File: src/rtl/multiword_add_sequencer.sv
// multiword_add_sequencer: wide add/subtract done one WIDTH-bit word per clock
// on a single shared ripple_carry_adder, carry registered between words.
module ripple_carry_adder #(
   parameter int WIDTH = 4
) (
   input  logic [WIDTH-1:0] a,
   input  logic [WIDTH-1:0] b,
   input  logic             cin,
   output logic [WIDTH-1:0] sum,
   output logic             cout,
   output logic             ovf
);
   logic [WIDTH:0] c;
   assign c[0] = cin;
   for (genvar i = 0; i < WIDTH; i++) begin : g_bit
      assign sum[i]  = a[i] ^ b[i] ^ c[i];
      assign c[i+1]  = (a[i] & b[i]) | (c[i] & (a[i] ^ b[i]));
   end
   assign cout = c[WIDTH];
   assign ovf  = c[WIDTH] ^ c[WIDTH-1];
endmodule

module multiword_add_sequencer #(
   parameter int WIDTH = 4,
   parameter int WORDS = 4
) (
   input  logic                   clk,
   input  logic                   rst,
   input  logic                   start,
   input  logic                   op_sub,
   input  logic [WIDTH*WORDS-1:0] a,
   input  logic [WIDTH*WORDS-1:0] b,
   output logic                   busy,
   output logic                   done,
   output logic [WIDTH*WORDS-1:0] result,
   output logic                   cout,
   output logic                   ovf
);
   localparam int N  = WIDTH * WORDS;
   localparam int IW = WORDS > 1 ? $clog2(WORDS) : 1;
   typedef enum logic {IDLE, RUN} state_t;
   state_t          state;
   logic [IW-1:0]   idx;
   logic            carry, sub, co, ov, last;
   logic [N-1:0]    a_sh, b_sh, acc, acc_nx;
   logic [WIDTH-1:0] sum;
   ripple_carry_adder #(.WIDTH(WIDTH)) u_add (
      .a    (a_sh[WIDTH-1:0]),
      .b    (b_sh[WIDTH-1:0] ^ {WIDTH{sub}}),
      .cin  (carry),
      .sum  (sum),
      .cout (co),
      .ovf  (ov)
   );
   // each new word enters at the top, so after WORDS steps every word sits in place
   assign acc_nx = N'({sum, acc} >> WIDTH);
   assign last   = idx == IW'(WORDS - 1);
   always_ff @(posedge clk) begin
      if (rst) begin
         state  <= IDLE;
         idx    <= '0;
         carry  <= 1'b0;
         sub    <= 1'b0;
         a_sh   <= '0;
         b_sh   <= '0;
         acc    <= '0;
         busy   <= 1'b0;
         done   <= 1'b0;
         result <= '0;
         cout   <= 1'b0;
         ovf    <= 1'b0;
      end else begin
         done <= 1'b0;
         if (state == IDLE) begin
            if (start) begin
               a_sh  <= a;
               b_sh  <= b;
               sub   <= op_sub;
               carry <= op_sub;
               idx   <= '0;
               busy  <= 1'b1;
               state <= RUN;
            end
         end else begin
            a_sh  <= a_sh >> WIDTH;
            b_sh  <= b_sh >> WIDTH;
            acc   <= acc_nx;
            carry <= co;
            idx   <= idx + IW'(1);
            if (last) begin
               result <= acc_nx;
               cout   <= co;
               ovf    <= ov;
               done   <= 1'b1;
               busy   <= 1'b0;
               state  <= IDLE;
            end
         end
      end
   end
endmodule
File: config.mk
export PLATFORM = sky130hd
export DESIGN_NAME = multiword_add_sequencer
export DESIGN_NICKNAME = d
export VERILOG_FILES = /design/src/rtl/multiword_add_sequencer.sv
export SDC_FILE = /design/constraint.sdc
export NUM_CORES = 1
export LEC_CHECK = 0
export BUFFER_PORTS_ARGS = -buffer_cell sky130_fd_sc_hd__buf_2
export CAP_MARGIN = 5
export CORE_MARGIN = 2
export CORE_UTILIZATION = 55
export DETAILED_ROUTE_END_ITERATION = 8
export PLACE_DENSITY = 0.86
export SYNTH_ARGS = -nofsm -noshare
export SYNTH_HDL_FRONTEND = slang
export SYNTH_HIERARCHICAL = 1
export SYNTH_SLANG_ARGS = --single-unit
File: constraint.sdc
create_clock -name clk -period 3.4 [get_ports clk]
set_input_delay 0.17 -clock clk [delete_from_list [all_inputs] [get_ports clk]]
set_output_delay 0.17 -clock clk [all_outputs]
set_load 0.05 [all_outputs]
==> summary.md <==
| Metric | Value |
|---|---|
| Leak | `between 1.5 and 2 nW` |
| Final slew viol count | `0` |
| Crit path kind | `reg2reg` |
| Status | `finished, final reports clean` |
| Yosys top cell area share | `a little under half` |
| R2r worst-path depth | `11` |
| Antenna Cells | `0` |
| Die X-Extent | `approximately 78 µm` |
| Layout cells sized above 1 | `29.0%` |
| DIE HEIGHT | `roughly 80 µm` |
| Type of origin of the critical path | `register` |
| Finished Layout Cells | `around 420` |
| Number of enable flip-flop cells after synthesis | `0` |
| Leading post-synthesis cells by cell area | `dfxtp_1 (46%), mux2i_1 (16%), mux2_4 (9.9%)` |
| Cell count after synthesis | `296` |
| Worst Hold Class | `in2reg` |
| Largest family of logic cells by synthesized area | `multiplexers` |
| Clk_lat worst skew | `between 300 and 400 ps` |
| Final net count | `approximately 390` |
| Critical path startpoint | `sub` |
| GRT Total Usage | `between 10% and 20%` |
| First-pass GRT wire length | `just over 8 mm` |
| Top-count cell post-synth | `dfxtp_1` |
| Iteration count of the initial detailed-routing pass | `4` |
| Core area | `0.00520 mm²` |
| Post-Synth XOR/XNOR Area | `approximately 1.4%` |
| FMAX | `408 MHz` |
| VDD IR max | `between 0.0002 and 0.0003 V` |
| Largest net degree at the start of global routing | `41` |
| Crit share post-route | `between 70% and 80%` |
| Hold EP | `a_sh[13]` |
| Max incr delay on CP | `about 450 ps` |
| Post-synthesis sequential area ratio | `between 40% and 50%` |
| Synth Area in Simple Gates | `12.0%` |
| Critical path's top delay family | `adder cells` |
| Worst hold stages | `3` |
| Post-cts resize count | `0` |
| Initial Util | `about three fifths` |
| HPWL after detailed placement | `approximately 3.6 mm` |
| Unrepaired setup endpoints after global routing | `false` |
| Crit path max fanout | `5` |
| Clock buffer depth | `2` |
| Proportion of synthesized area in mux cells | `a little over a quarter` |
| Num CTS Buffers | `9` |
| Tmin final | `roughly 2500 ps` |
| 1st-iter DRT viols | `69` |
| Count of input and output buffers | `55` |
| Grt ovf | `0` |
| Syn_nets | `338` |
| Via count | `between 2,000 and 2,500` |
| Most used DFF post-synth | `dfxtp_1` |
| Layout area overhead | `13.4%` |
| Synthesized area per cell | `around 10 µm²` |
| CP required | `about 3700 ps` |
| Number of synthesized register bits | `a little under 70` |
| Clk slew on worst S/H paths | `around 70 ps` |
| Reg2reg start | `sub` |
| CTS tree | `yes` |
| Post-CTS setup buffers | `0` |
| CP endpoint kind | `register` |
| Adder-Cell Fraction of Synth Area | `around 3.5%` |
| Worst-path cell chain | `xor2_1 -> fa_1 -> inv_1 -> fa_1 -> inv_1 -> fa_1 -> inv_1 -> fa_1 -> inv_1 -> nand2_1 -> a21oi_1` |
| Final Util | `roughly two thirds` |
| Hold Startpoint | `a[13]` |
| Gpl congestion | `roughly 0.73` |
| Yosys cell types | `23` |
| WP data arrival | `approximately 2700 ps` |
| Worst-margin pin slew | `between 1000 and 1500 ps` |
| Core Rows | `26` |
| Fraction of registers with async set/reset | `0%` |
| Netlist Area Pre-Place | `around 0.0030 mm²` |
| Max-Cap Viols | `0` |
| CTS Root Cell | `clkbuf_8` |
| H-tree Lvls | `3` |
| ANT nets after route | `0` |
| Drt wl/cell | `between 10 and 15 µm` |
| Synth warnings | `6` |
| Buf+Inv Stages, Crit Path | `4` |
| Setup violations, final | `0` |
| Cell taking the most area after synthesis | `dfxtp_1` |
| Setup TNS | `0 ps` |
| Final Hold Viols | `0` |
| Max Clock Skew | `8.37 ps` |
| Most frequent cells after synthesis | `dfxtp_1 (69), nor2_1 (51), mux2i_1 (47)` |
| Die ar. | `just over 0.006 mm²` |
| Register-to-register setup slack | `950 ps` |
| Power Density | `slightly below 500 mW/mm²` |
| I/O pins | `56` |
| Reg2reg end | `result[15]` |
| Vias per inst | `just under 5` |
| Worst slew margin | `about 33%` |
| Initial antenna violation count | `0` |
| Placed cell count | `roughly 400` |
| DRC violations left | `0` |
| # clock sinks | `~70` |
| CTS Hold Bufs | `0` |
| DRT Wirelength | `5.07 mm` |
| Synth Area in Compound Gates | `under 10%` |
| Slowest cell on crit path | `dfxtp_1` |
| Vias in the first global route | `~1,900` |
==> worst reg2reg max path: stages, from the launching register on <==
cell	delay, ps
dfxtp_1	450
xor2_1	120
fa_1	390
inv_1	70
fa_1	160
inv_1	50
fa_1	400
inv_1	90
fa_1	400
inv_1	80
nand2_1	50
a21oi_1	130
==> routing by layer <==
layer  share of wire [%]  global-route usage, %  routed length [µm]  vias up
li1                    -                      -                   -     1060
met1                  46                   21.9                2340      940
met2                  46                   27.2                2330       45
met3                 6.1                   5.29                 308       10
met4                 1.8                   7.89                  90        0
met5                   0                      0                   0        -
==> state kept, by name, summed over array words and instances (netlist names) <==
name and count:
a_sh 16, b_sh 16, result 16, acc 12, idx 2, busy 1, carry 1, cout 1
done 1, ovf 1, state 1, sub 1
==> through the flow <==
stage	hold slack, ps	cell area (µm²)	power [mW]	worst slack, ps
2_1_floorplan	317	3020	1.04	1000
3_3_place_gp	403	3240	1.07	1010
3_5_place_dp	413	3240	1.08	945
4_1_cts	56.8	3430	1.71	933
5_1_grt	69.8	3430	1.76	743
6_report	69.2	3430	1.69	947
==> logic make-up after synthesis <==
logic type,count (synthesis)
DFF,69
xor gates and xnor gates,5
muxes,72
AOI/OAI and AO/OA,20
adders and majority gates,6
buffers and inverters,31
and+or+nand+nor,93
==> cell type report <==
class,instances,area [µm²]
clock buffers,9,124
clock inverters,7,66.3
fillers,447,1780
inverters,10,37.5
multi-input cells,196,1440
flip-flops and latches,69,1380
well taps,70,87.6
repair buffers,57,290
==> layout by cell type (no fill, tap or decap), types with 2 or more instances in the layout <==
cell type	instances
inv_1	10
mux2_4	20
dfxtp_1	68
ha_1	2
mux2_2	5
buf_4	2
fa_1	4
buf_2	55
nand2_1	37
mux2i_1	47
nor2_1	51
clkinv_2	4
xor2_1	4
clkbuf_8	9
a21oi_1	19
==> power breakdown <==
part	internal (mW)	switching (mW)
registers	0.842	0.0306
logic	0.103	0.0848
clock network	0.334	0.299
total	1.28	0.414
==> worst max-delay path by stage <==
stage	end	cells past startpoint
detailed placement	result[15]	11
CTS	result[15]	11
finish	result[15]	11
global route	acc[15]	11
global placement	result[15]	11
floorplan	result[15]	12
No activity file was read; power rests on OpenSTA's default activity.
